### config.mk
export PLATFORM = sky130hd
export DESIGN_NAME = cmd_reply_tx
export DESIGN_NICKNAME = d
export VERILOG_FILES = /design/src/rtl/cmd_frame_pkg.sv /design/src/rtl/reply_frame_builder.sv /design/src/rtl/cmd_reply_tx.sv
export SDC_FILE = /design/constraint.sdc
export NUM_CORES = 1
export LEC_CHECK = 0
export ABC_AREA = 1
export CORE_ASPECT_RATIO = 0.6
export CORE_MARGIN = 5
export CORE_UTILIZATION = 46
export CTS_CLUSTER_SIZE = 16
export DETAILED_ROUTE_END_ITERATION = 16
export PLACE_DENSITY = 0.7
export SETUP_SLACK_MARGIN = 0.15
export SYNTH_ARGS = -nofsm -noshare
export SYNTH_HDL_FRONTEND = slang
export SYNTH_HIERARCHICAL = 1
export SYNTH_SLANG_ARGS = --single-unit
### constraint.sdc
create_clock -name clk -period 3.6 [get_ports clk]
set_input_delay 0.36 -clock clk [delete_from_list [all_inputs] [get_ports clk]]
set_output_delay 0.36 -clock clk [all_outputs]
set_load 0.05 [all_outputs]
### src/rtl/cmd_frame_pkg.sv
// Shared constants and state encoding for the command/reply framing logic.
// Used by both the command identifier and the reply transmitter.

`ifndef UART_FIFO_COUNTER_W
`define UART_FIFO_COUNTER_W 5
`endif

package cmd_frame_pkg;

   // Fixed frame bytes
   localparam logic [7:0] HDR0     = 8'hEB;
   localparam logic [7:0] HDR1     = 8'h90;
   localparam logic [7:0] BOARD_ID = 8'hAB;
   localparam logic [7:0] TAIL0    = 8'h09;
   localparam logic [7:0] TAIL1    = 8'hD7;
   localparam logic [7:0] ERR_CODE = 8'hEE;

   localparam int unsigned FRAME_LEN = 8;

   // One-hot reply transmitter states
   typedef enum logic [3:0] {
      ST_IDLE = 4'b0001,
      ST_REQ  = 4'b0010,
      ST_PUSH = 4'b0100,
      ST_GAP  = 4'b1000
   } reply_state_e;

   // Status byte: {ok, switch, pwr_a, pwr_b, rst_a, rst_b, 2'b00}
   function automatic logic [7:0] pack_status(
      input logic ok,
      input logic sw,
      input logic pwr_a,
      input logic pwr_b,
      input logic rst_a,
      input logic rst_b
   );
      return {ok, sw, pwr_a, pwr_b, rst_a, rst_b, 2'b00};
   endfunction

endpackage

### src/rtl/reply_frame_builder.sv
// Combinational byte selector for the 8-byte reply frame. The checksum is
// derived from the frozen code and status bytes so bytes 2..5 sum to zero.

module reply_frame_builder
   import cmd_frame_pkg::*;
(
   input  logic [7:0] i_code,
   input  logic [7:0] i_status,
   input  logic [2:0] i_idx,
   output logic [7:0] o_byte
);

   logic [7:0] w_checksum;

   assign w_checksum = 8'h00 - (BOARD_ID + i_code + i_status);

   // Select the frame byte addressed by i_idx
   always_comb begin
      // NOTE: default assignment first so no path leaves o_byte unassigned (no latch).
      o_byte = HDR0;
      case (i_idx)
         3'd0:    o_byte = HDR0;
         3'd1:    o_byte = HDR1;
         3'd2:    o_byte = BOARD_ID;
         3'd3:    o_byte = i_code;
         3'd4:    o_byte = i_status;
         3'd5:    o_byte = w_checksum;
         3'd6:    o_byte = TAIL0;
         3'd7:    o_byte = TAIL1;
         default: o_byte = HDR0;
      endcase
   end

endmodule

### src/rtl/cmd_reply_tx.sv
// Reply frame transmitter: snapshots the command check result and board
// status, requests the shared UART TX FIFO, then pushes 8 bytes, one every
// two clocks, stalling on loss of grant or a full FIFO.

module cmd_reply_tx
   import cmd_frame_pkg::*;
#(
   parameter int FIFO_DEPTH = 16,
   parameter int CNT_W      = `UART_FIFO_COUNTER_W
)(
   input  logic             clk,
   input  logic             rst_n,
   input  logic             cmd_done,
   input  logic             cmd_ok,
   input  logic [7:0]       cmd_code,
   input  logic             switch,
   input  logic             power_on_A,
   input  logic             power_on_B,
   input  logic             reset_a_signal,
   input  logic             reset_b_signal,
   input  logic [CNT_W-1:0] tf_counter,
   input  logic             tx_gnt,
   output logic             tx_req,
   output logic             tf_push,
   output logic [7:0]       tdr,
   output logic             busy,
   output logic [7:0]       drop_cnt
);

   localparam logic [CNT_W-1:0] DEPTH_CNT = CNT_W'(FIFO_DEPTH);

   reply_state_e r_state;
   logic [2:0]   r_idx;
   logic         r_pend;
   logic         r_pend_ok;
   logic [7:0]   r_pend_code;
   logic [7:0]   r_code;
   logic [7:0]   r_status;
   logic         r_tx_req;
   logic         r_tf_push;
   logic [7:0]   r_tdr;
   logic [7:0]   r_drop_cnt;

   logic         w_room;
   logic         w_sel_ok;
   logic [7:0]   w_sel_code;
   logic [7:0]   w_byte;

   assign w_room     = (tf_counter < DEPTH_CNT);
   // A pending request replays the check result captured with its cmd_done;
   // board status is always taken live at the accepting edge.
   assign w_sel_ok   = r_pend ? r_pend_ok   : cmd_ok;
   assign w_sel_code = r_pend ? r_pend_code : cmd_code;

   reply_frame_builder u_builder (
      .i_code   (r_code),
      .i_status (r_status),
      .i_idx    (r_idx),
      .o_byte   (w_byte)
   );

   // Request queueing, drop counting and the frame transmit FSM
   always_ff @(posedge clk) begin
      // NOTE: every register, including the snapshot and pending payload, is
      // reset so an aborted frame leaves no stale state behind.
      if (!rst_n) begin
         r_state     <= ST_IDLE;
         r_idx       <= 3'd0;
         r_pend      <= 1'b0;
         r_pend_ok   <= 1'b0;
         r_pend_code <= 8'h00;
         r_code      <= 8'h00;
         r_status    <= 8'h00;
         r_tx_req    <= 1'b0;
         r_tf_push   <= 1'b0;
         r_tdr       <= 8'h00;
         r_drop_cnt  <= 8'h00;
      end else begin
         // NOTE: non-blocking assignments only; later assignments in this
         // block override earlier defaults without ordering hazards.
         r_tf_push <= 1'b0;

         if (cmd_done) begin
            if (r_pend) begin
               if (r_drop_cnt != 8'hFF) begin
                  r_drop_cnt <= r_drop_cnt + 8'd1;
               end
            end else if (r_state != ST_IDLE) begin
               r_pend      <= 1'b1;
               r_pend_ok   <= cmd_ok;
               r_pend_code <= cmd_code;
            end
         end

         case (r_state)
            ST_IDLE: begin
               if (cmd_done || r_pend) begin
                  r_code   <= w_sel_ok ? w_sel_code : ERR_CODE;
                  r_status <= pack_status(w_sel_ok, switch, power_on_A, power_on_B,
                                          reset_a_signal, reset_b_signal);
                  r_pend   <= 1'b0;
                  r_tx_req <= 1'b1;
                  r_state  <= ST_REQ;
               end
            end
            ST_REQ: begin
               if (tx_gnt) begin
                  r_idx   <= 3'd0;
                  r_state <= ST_PUSH;
               end
            end
            ST_PUSH: begin
               if (tx_gnt && w_room) begin
                  r_tf_push <= 1'b1;
                  r_tdr     <= w_byte;
                  r_state   <= ST_GAP;
               end
            end
            ST_GAP: begin
               if (r_idx == 3'd7) begin
                  r_tx_req <= 1'b0;
                  r_state  <= ST_IDLE;
               end else begin
                  r_idx   <= r_idx + 3'd1;
                  r_state <= ST_PUSH;
               end
            end
            default: begin
               r_tx_req <= 1'b0;
               r_state  <= ST_IDLE;
            end
         endcase
      end
   end

   assign tx_req   = r_tx_req;
   assign tf_push  = r_tf_push;
   assign tdr      = r_tdr;
   assign drop_cnt = r_drop_cnt;
   assign busy     = (r_state != ST_IDLE) | r_pend;

endmodule

Yosys cells after proc, flatten, opt, wreduce, memory -nomap -nowiden --
Cells that the tools add are included.
Storage, ports and cells: register bits 49, output and inout bits 19
Cells by class: add/sub/neg operators 5, order comparisons 1, equal/unequal tests 18, multiplexer cells 21, bitwise gates (word level) 3, reductions and logical operators 13
Operators with widths (number):
- $pmux W8 S8 | 1
- $mux W8 | 2
- $pmux W4 S4 | 1
- $reduce_and A3 Y1 | 5
- $eq A3 B3 Y1 const B | 4
- $mux W4 | 3
- $ne A2 B2 Y1 const B | 5
- $mux W1 | 9
- $mux W3 | 3
- $add A8 B1 Y8 const B | 1
- $add A8 B8 Y8 | 1
- $add A8 B8 Y8 const A | 1
- $ne A8 B8 Y1 const B | 1
- $sub A1 B8 Y8 const A | 1
- $eq A3 B2 Y1 const B | 2
- $pmux W3 S2 | 1
- $reduce_and A2 Y1 | 3
- $lt A5 B5 Y1 const B | 1
- $eq A4 B1 Y1 const B | 1
- $eq A4 B2 Y1 const B | 1
- $eq A4 B3 Y1 const B | 1
- $eq A4 B4 Y1 const B | 1
- $ne A4 B1 Y1 const B | 1
- $add A3 B1 Y3 const B | 1
- 9 further kinds | 10

Depth between registers and ports, before layout --
Gate-level depths: netlist (run 1).
depth in word-level cells 6, mapped depth 13, gate-level depth less buffers 13

Modules after synthesis --
Netlist (run 1), hierarchy kept.
By module, submodules not included:
- cmd_reply_tx | times used 1, cells an instance 305, area an instance 2154.6 um^2
- reply_frame_builder | times used 1, cells an instance 132, area an instance 700.7 um^2

Worst setup path before layout (run 1) --
No wires, ideal clock.
path type reg-to-reg, start point register r_code[1], end point register r_tdr[5], in the netlist tdr[5], library setup time 116 ps, arrival 1785 ps, path slack 1699 ps, cell stages (with the launch flop) 13, buffers on the path 0, clock period less this slack 1901 ps, cells stage by stage dfxtp_1 -> ha_1 -> inv_1 -> ha_1 -> fa_1 -> nand2_1 -> nand2_1 -> and2_4 -> or2_1 -> nand3_1 -> nand2_1 -> nor2_1 -> nor2_1
Between the ends: word-level cells in the longest chain between the ends 4
RTL lines:
- start, declared | line cmd_reply_tx.sv:37 | logic [7:0] r_code;
- start signal, assigned | line cmd_reply_tx.sv:98 | r_code <= w_sel_ok ? w_sel_code : ERR_CODE;
- $add A8 B8 Y8 (2 in a row) | line reply_frame_builder.sv:15 | assign w_checksum = 8'h00 - (BOARD_ID + i_code + i_status);
- $sub A1 B8 Y8 | line reply_frame_builder.sv:15
- $pmux W8 S8 | line reply_frame_builder.sv:21 | case (i_idx)
- named net w_byte[5] | line cmd_reply_tx.sv:47 | logic [7:0] w_byte;
- end signal, assigned | line cmd_reply_tx.sv:115 | r_tdr <= w_byte;
- end, declared | line cmd_reply_tx.sv:41 | logic [7:0] r_tdr;
The timed path passes the listed nets, and every way through them passes these cells. A chain may end at the register's enable or synchronous reset.

Final worst setup path (run 1) --
start point register r_pend, end point output port busy
Between the ends: word-level cells in the longest chain between the ends 1
RTL lines:
- start, declared | line cmd_reply_tx.sv:34 | logic r_pend;
- start signal, assigned | line cmd_reply_tx.sv:69 | r_pend <= 1'b0;
- start signal, assigned | line cmd_reply_tx.sv:89 | r_pend <= 1'b1;
- start signal, assigned | line cmd_reply_tx.sv:101 | r_pend <= 1'b0;
- $or A1 B1 Y1 | line cmd_reply_tx.sv:140 | assign busy = (r_state != ST_IDLE) | r_pend;
- end, declared | line cmd_reply_tx.sv:26 | output logic busy,
Every way passes these cells.

==> flow_summary.rst, run 1 <==
.. list-table::
   :header-rows: 1

   * - Metric
     - Value
   * - R2R Path Start
     - r_code[1]
   * - Worst relative slew slack
     - 0.429
   * - Die Y-Extent
     - around 70 um
   * - Run status
     - completed
   * - Max capacitance violation total
     - 0
   * - Achievable frequency
     - roughly 0.38 GHz
   * - Most common library cell in the layout ignoring fill and taps
     - sky130_fd_sc_hd__nand2_1
   * - Worst clock skew
     - 0.0141 ns
   * - Routed Antenna Nets
     - 0
   * - Share of cells above drive strength 1
     - 0.0674
   * - Total setup buffers inserted after CTS
     - 0
   * - Number of sinks handled by clock tree synthesis
     - slightly below 50
   * - Simple-Gate Fraction of Synth Area
     - 0.374
   * - Layout Nets
     - roughly 500
   * - Required arrival time at the worst endpoint
     - about 3.2 ns
   * - WL per Instance
     - 12.2 um
   * - Maximum fanout count along the critical path
     - 20
   * - CTS Buf Count
     - 5
   * - Critical path class
     - reg2out
   * - Number of endpoints with negative hold slack in the final report
     - 0
   * - Worst reg2reg endpoint
     - tdr[5]
   * - Global-route wire length before repair
     - about 11000 um
   * - Via count normalized by instance count
     - ~5.0
   * - Instance count of the mapped netlist
     - roughly 440
   * - Adder-Cell Fraction of Synth Area
     - 0.0771
   * - Core box area
     - around 6100 um^2
   * - Total standard cell area after synthesis
     - between 2000 and 3000 um^2
   * - Total Neg Setup Slack
     - 0 ns
   * - Maximum number of pins on one net before global-route repair
     - 26
   * - Leakage Power
     - 1.50 nW
   * - Beginning of the worst hold path
     - r_pend_code[1]
   * - Quantity of gates resized following cts
     - 0
   * - Remaining global-route overflow
     - 0
   * - Final setup viols
     - 0
   * - Internal reg-to-reg setup slack
     - roughly 1.4 ns
   * - Clock latency reported for the late side of the worst-skew pair
     - 0.31 ns
   * - Endpoint of the worst hold-timing path
     - r_pend_code[1]
   * - Type of the tightest min-delay check
     - reg2reg
   * - Routed vias
     - 2801
   * - Remaining design rule violation count
     - 0
   * - Number of antenna violations at the first check in global routing
     - 0
   * - Library cells used by synthesis
     - 35
   * - Power per unit of standard cell area
     - between 400 and 500 nW/um^2
   * - Final Slew Violations
     - 0
   * - H-tree depth reported by CTS
     - 2
   * - Final weighted congestion in routability-driven placement
     - 0.932
   * - Measured slew at the worst slew-check pin
     - around 0.86 ns
   * - Post-CTS Hold Fix Bufs
     - 0
   * - Non-filler instance count after layout
     - approximately 560
   * - Maximum VDD drop
     - between 0.15 and 0.2 mV
   * - Xor/xnor cell area share of the yosys netlist
     - 0.00307
   * - Count of cells along the worst register-to-register path
     - 12
   * - Compound-cell area share of the yosys netlist
     - 0.108
   * - Number of synthesized register bits
     - 49
   * - Antenna Diode Count
     - 0
   * - Part of the cycle the worst path needs
     - 0.727
   * - Share of synthesized area spent on multiplexers
     - 0
   * - Setup repair after global routing missed its margin
     - false
   * - Die X-Extent
     - approximately 110 um
   * - Worst path setup slack after routing
     - a little under 1 ns
   * - Final critical delay including setup and external delays
     - around 2.6 ns
   * - Util after Layout
     - 0.565
   * - Combinational family with the most area after synthesis
     - simple AND/OR/NAND/NOR gates
   * - Leading cell types in the layout, fill and taps excluded
     - 121 x sky130_fd_sc_hd__nand2_1, 59 x sky130_fd_sc_hd__nor2_1, 49 x sky130_fd_sc_hd__dfxtp_1, 48 x sky130_fd_sc_hd__inv_1, 37 x sky130_fd_sc_hd__clkdlybuf4s50_1
   * - Detailed-route wire length
     - a little under 7000 um
   * - Worst setup SP type
     - register
   * - Post-synthesis area per instance
     - 6.53 um^2
   * - Synthesis warning total
     - 6
   * - Proportion of synthesized chip area in sequential cells
     - 0.344
   * - Port Buf Inserts
     - 37
   * - Arr. time, crit path
     - between 2 and 2.5 ns
   * - DP Cell Count
     - 551
   * - Area growth syn-to-layout
     - 19.9%
   * - Filler Cell Count
     - between 600 and 700
   * - Top-Level Pins
     - 42
   * - DRC violation total after the first TritonRoute iteration
     - 171
   * - Initial Util
     - 0.471
   * - Sum of net half-perimeters after detailed placement
     - between 5000 and 6000 um
   * - Number of standard-cell rows in the floorplan
     - 22
   * - Number of global-route vias before repair
     - 2482
   * - GR Util All Layers
     - 0.173
   * - Worst setup EP type
     - primary output
   * - Cell at the root of the clock tree
     - sky130_fd_sc_hd__clkbuf_8
   * - CTS clock-pin slew for the worst setup and hold paths
     - roughly 0.1 ns
   * - TritonCTS clock tree
     - built
   * - Detailed Routing Iterations Pass 1
     - 4
   * - Hold slack final
     - 0.472 ns
   * - Pre-CTS worst setup slack
     - 1.12 ns
   * - Area of the die
     - between 7000 and 8000 um^2
   * - Number of buffers between clock root and the deepest sink
     - 2
   * - WHS Path Cells
     - 2
## metal layers
layer | GRT usage | vias up | share of wire
met5 | 0 | - | 0
met4 | 0.0405 | 0 | 0.0050
met2 | 0.242 | 79 | 0.39
li1 | - | 1472 | -
met1 | 0.265 | 1244 | 0.53
met3 | 0.0410 | 6 | 0.067
## per-stage QoR
| step | total power (W) | area (um^2) |
|---|---|---|
| 2_1_floorplan | 0.000977 | 2870 |
| 3_3_place_gp | 0.00108 | 3290 |
| 3_5_place_dp | 0.00109 | 3290 |
| 4_1_cts | 0.00156 | 3420 |
| 5_1_grt | 0.00165 | 3420 |
| 6_report | 0.00155 | 3420 |
## synth_stat cells, drive strengths merged
cell,n,area (um^2)
a21oi,33,173
xnor2,1,8.76
ha,16,200
and2,1,8.76
nor2,64,263
nand2,126,485
nor3,5,25.0
clkinv,2,8.75
nand3,28,145
inv,53,199
buf,8,47.5
nand3b,2,15.0
fa,1,20.0
o22ai,1,6.26
conb,1,3.75
or2,4,25.0
clkbuf,3,11.3
o2111ai,1,8.76
o21ai,20,104
o211ai,1,7.51
dfxtp,49,981
nand4,16,100
o221ai,1,8.76
## area by class of cell
cell class,instances,area [um^2],share of cell area
multi-input combinational,325,1620,0.473
sequential,49,981,0.286
timing repair buffer,38,378,0.110
inverter,55,208,0.0607
tap,84,105,0.0307
clock buffer,5,68.8,0.0201
clock inverter,3,65.1,0.0190
## sequential cells by signal, summed over array words and instances (netlist names)
name / count
tx_req: 1
r_code: 8
r_state: 4
r_idx: 3
tf_push: 1
r_pend_ok: 1
tdr: 8
drop_cnt: 8
r_pend: 1
r_status: 6
r_pend_code: 8
## how the worst max path moves through the flow
stage / from / end / slack, ns / cells past startpoint
final: r_pend / busy / 0.98 / 3
after global routing: r_pend / busy / 0.80 / 3
after CTS: r_pend / busy / 0.96 / 3
after detailed placement: cmd_done / r_code[1] / 1.12 / 7
after global placement: cmd_done / r_code[3] / 1.25 / 7
after floorplan: r_code[1] / tdr[5] / 1.70 / 12
## report_power, final
group          leakage (nW)  internal (W)  switching [W]
registers             0.399      0.000583      0.0000390
logic                  1.03      0.000172       0.000290
clock network        0.0681      0.000276       0.000189
total                  1.50       0.00103       0.000518
## cell families (layout without fill, tap and decap cells)
logic type / count (synthesis) / count (layout)
other cells: 1 / 4
simple gates: 246 / 246
fa+ha+maj: 17 / 17
flops: 49 / 49
xor+xnor: 1 / 1
buf+inv: 66 / 101
compound gates: 57 / 57
## worst max-delay path: stages (launching register included)
cell and delay, ns:
sky130_fd_sc_hd__dfxtp_1 0.59, sky130_fd_sc_hd__inv_1 0.39, sky130_fd_sc_hd__nand2_1 0.17, sky130_fd_sc_hd__clkdlybuf4s50_1 0.81
No activity file was read; power rests on OpenSTA's default activity.
==> run 2: changes to the inputs <==
Settings changed: PLACE_DENSITY 0.7 to 0.73.
Clock period 3.6 ns to 2.4 ns, I/O delays scaled along.
==> run 2 against run 1 <==
  * Wire length grew 3.3%
  * Total power rose by 39%
  * Clock skew fell by 0.0022 ns
  * Final area decreased by 0.26%
  * Clock power increased by 4.5%
  * Via count up 2.0%
  * Count of clock-buffer cells in the layout is 2 higher
  * Worst setup slack got worse by 0.64 ns
  * Register-to-register slack got worse by 1.0 ns
  * Largest power group unchanged
==> flow_summary.rst, run 2 (synthesized netlist as in run 1, its figures left out) <==
.. list-table::
   :header-rows: 1

   * - Metric
     - Value
   * - Timing startpoint of the critical path
     - r_code[1]
   * - Share of cells above drive strength 1
     - 0.0771 (+0.00971)
   * - Routed vias
     - 2857 (+2.0%)
   * - Final Cell Area
     - 3420 um^2 (-0.26%)
   * - Cell Chain, Critical Path
     - ha_1 > inv_1 > ha_1 > fa_2 > nand2_1 > nand2_1 > and2_4 > or2_1 > nand3_1 > nand2_1 > nor2_1 > nor2_1
   * - Area of the die
     - 7930 um^2 (unchanged)
   * - Part of the cycle the worst path needs
     - 0.858
   * - Clock share of power
     - 0.226 (-0.074)
   * - Worst clock skew
     - 0.0119 ns (-0.00221 ns)
   * - H-tree depth reported by CTS
     - 2 (unchanged)
   * - Type of the tightest min-delay check
     - reg2reg
   * - Worst setup EP type
     - register
   * - Cell at the root of the clock tree
     - sky130_fd_sc_hd__clkbuf_8
   * - Setup repair after global routing missed its margin
     - false
   * - Core box area
     - 6060 um^2 (unchanged)
   * - Die Y-Extent
     - 71.0 um (unchanged)
   * - Layout Nets
     - 519 (+0.97%)
   * - CTS Buf Count
     - 5 (unchanged)
   * - Leakage Power
     - 1.50 nW (-0.41%)
   * - Timing endpoint of the critical path
     - tdr[5]
   * - Max capacitance violation total
     - 0 (unchanged)
   * - Required arrival time at the worst endpoint
     - 2.61 ns (-0.63 ns)
   * - Final Slew Violations
     - 0 (unchanged)
   * - Dpl cell area
     - 3330 um^2 (+1.1%)
   * - Switching part of the total
     - 0.368 (+0.0335)
   * - Post-CTS Hold Fix Bufs
     - 0 (unchanged)
   * - R2R Path Start
     - r_code[1]
   * - Internal reg-to-reg setup slack
     - 0.34 ns (-1.04 ns)
   * - Arr. time, crit path
     - 2.27 ns (about the same)
   * - Sum of net half-perimeters after detailed placement
     - 5470 um (+6.6%)
   * - DRC violation total after the first TritonRoute iteration
     - 253 (+48%)
   * - Measured slew at the worst slew-check pin
     - 0.710 ns (-0.146 ns)
   * - Number of buffers between clock root and the deepest sink
     - 2 (unchanged)
   * - Sw power
     - 0.000791 W (+53%)
   * - Sequential Power Share
     - 0.434 (+0.033)
   * - Worst path top cell family by delay
     - simple AND/OR/NAND/NOR gates
   * - Remaining global-route overflow
     - 0 (unchanged)
   * - Cell with the largest stage delay on the worst path
     - sky130_fd_sc_hd__dfxtp_1
   * - Number of endpoints with negative hold slack in the final report
     - 0 (unchanged)
   * - Cell depth of the worst setup path
     - 12 (+9)
   * - Critical path class
     - reg2reg
   * - Via count normalized by instance count
     - 5.07 (+1.1%)
   * - Maximum fanout count along the critical path
     - 3 (-85%)
   * - Number of global-route vias before repair
     - 2574 (+3.7%)
   * - Remaining design rule violation count
     - 0 (unchanged)
   * - Top-Level Pins
     - 42 (unchanged)
   * - CTS clock-pin slew for the worst setup and hold paths
     - 0.09 ns (about the same)
   * - Critical path buffer and inverter count
     - 1 (-1)
   * - Worst reg2reg endpoint
     - tdr[5]
   * - Count of cells along the worst register-to-register path
     - 12 (unchanged)
   * - Maximum number of pins on one net before global-route repair
     - 25 (-3.8%)
   * - Leading cell types in the layout, fill and taps excluded
     - 121 x sky130_fd_sc_hd__nand2_1, 59 x sky130_fd_sc_hd__nor2_1, 48 x sky130_fd_sc_hd__inv_1, 48 x sky130_fd_sc_hd__dfxtp_1, 37 x sky130_fd_sc_hd__clkdlybuf4s50_1
   * - Run status
     - completed
   * - Most common library cell in the layout ignoring fill and taps
     - sky130_fd_sc_hd__nand2_1
   * - Final critical delay including setup and external delays
     - approximately 2.1 ns
   * - Combinational power share
     - 0.340 (+0.042)
   * - Slowest stage delay, CP
     - 0.38 ns (-0.43 ns)
   * - Number of standard-cell rows in the floorplan
     - 22 (unchanged)
   * - Area growth syn-to-layout
     - 19.6%
   * - WL per Instance
     - 12.5 um (+2.3%)
   * - Global-route wire length before repair
     - 12000 um (+5.3%)
   * - Detailed Routing Iterations Pass 1
     - 4 (unchanged)
   * - Clock latency reported for the late side of the worst-skew pair
     - 0.31 ns (about the same)
   * - Antenna Diode Count
     - 0 (unchanged)
   * - Number of sinks handled by clock tree synthesis
     - 49 (unchanged)
   * - Initial Util
     - 0.471 (unchanged)
   * - Die X-Extent
     - 112 um (unchanged)
   * - Maximum VDD drop
     - 0.302 mV (+58%)
   * - Power per unit of standard cell area
     - 629 nW/um^2 (+39%)
   * - Detailed-route wire length
     - 7040 um (+3.3%)
   * - Final weighted congestion in routability-driven placement
     - 0.880 (-5.5%)
   * - GR Util All Layers
     - 0.183 (+0.0103)
   * - Port Buf Inserts
     - 37 (unchanged)
   * - Worst relative slew slack
     - 0.526 (+0.0972)
   * - Routed Antenna Nets
     - 0 (unchanged)
   * - Most prevalent standard cell on the critical path
     - sky130_fd_sc_hd__nand2_1
   * - Number of antenna violations at the first check in global routing
     - 0 (unchanged)
   * - Achievable frequency
     - 0.486 GHz
   * - Total Neg Setup Slack
     - 0 ns (unchanged)
   * - Final setup viols
     - 0 (unchanged)
   * - Worst setup SP type
     - register
   * - Cell-internal power
     - 0.00136 W (+32%)
   * - Filler Cell Count
     - 629 (+2.3%)
   * - TritonCTS clock tree
     - built
[run 2: cell count changes in the layout (fill, tap and decap cells not counted)]
cell,previous run,this run
sky130_fd_sc_hd__fa_2,0,1
sky130_fd_sc_hd__clkinv_2,2,1
sky130_fd_sc_hd__clkbuf_1,0,2
sky130_fd_sc_hd__clkinvlp_4,0,1
sky130_fd_sc_hd__bufinv_16,2,0
sky130_fd_sc_hd__dfxtp_1,49,48
sky130_fd_sc_hd__fa_1,1,0
sky130_fd_sc_hd__dfxtp_2,0,1
sky130_fd_sc_hd__buf_4,1,6
[run 2: power by group through the flow]
| stage | registers [W] | clock network [W] | logic, W |
|---|---|---|---|
| CTS | 0.000933 | 0.000496 | 0.000717 |
| global placement | 0.000946 | 0 | 0.000695 |
| floorplan | 0.000947 | 0 | 0.000519 |
| finish | 0.000934 | 0.000486 | 0.000730 |
| global route | 0.000942 | 0.000524 | 0.000824 |
| detailed placement | 0.000952 | 0 | 0.000713 |
[run 2: metal layers]
layer  GRT usage  wire [um]  up-vias
li1            -          -     1480
met4      0.0499         85        0
met2       0.259       2750       83
met5           0          0        -
met3      0.0419        457       12
met1       0.277       3750     1282
[run 2: per-stage QoR]
step	worst slack (ns)	instances	utilization	power (W)	hold WS, ns
detailed placement	0.310	556	0.550	0.00167	0.456
global placement	0.369	556	0.550	0.00164	0.449
finish	0.341	564	0.564	0.00215	0.465
CTS	0.222	564	0.563	0.00215	0.468
floorplan	0.499	440	-	0.00147	0.382
global route	0.204	564	0.564	0.00229	0.493
[run 2: worst min-delay path by stage]
stage          slack, ns           start             end  depth (start not counted)
2_1_floorplan       0.38           rst_n       r_code[1]                          2
5_1_grt             0.49  r_pend_code[0]  r_pend_code[0]                          2
3_5_place_dp        0.46  r_pend_code[0]  r_pend_code[0]                          2
4_1_cts             0.47  r_pend_code[0]  r_pend_code[0]                          2
6_report            0.47  r_pend_code[0]  r_pend_code[0]                          2
3_3_place_gp        0.45  r_pend_code[1]  r_pend_code[1]                          2
[run 2: timing repair]
item,CTS,global route
resized for setup,0,2
endpoints found under the setup margin,0,2
buffers inserted,0,0
[run 2: cell type report]
cell class                      instances  area [um^2]  area share
Timing Repair Buffer                   43          415       0.122
Multi-Input combinational cell        325         1620       0.475
Inverter                               55          208      0.0608
Clock buffer                            7         76.3      0.0223
Tap cell                               84          105      0.0308
Sequential cell                        49          982       0.288
Clock inverter                          1         7.51     0.00220
[run 2: tightest hold or removal path, cell delays in order, from the launching register on]
cell and delay, ns:
sky130_fd_sc_hd__dfxtp_1 0.32, sky130_fd_sc_hd__nand2_1 0.06, sky130_fd_sc_hd__a21oi_1 0.05
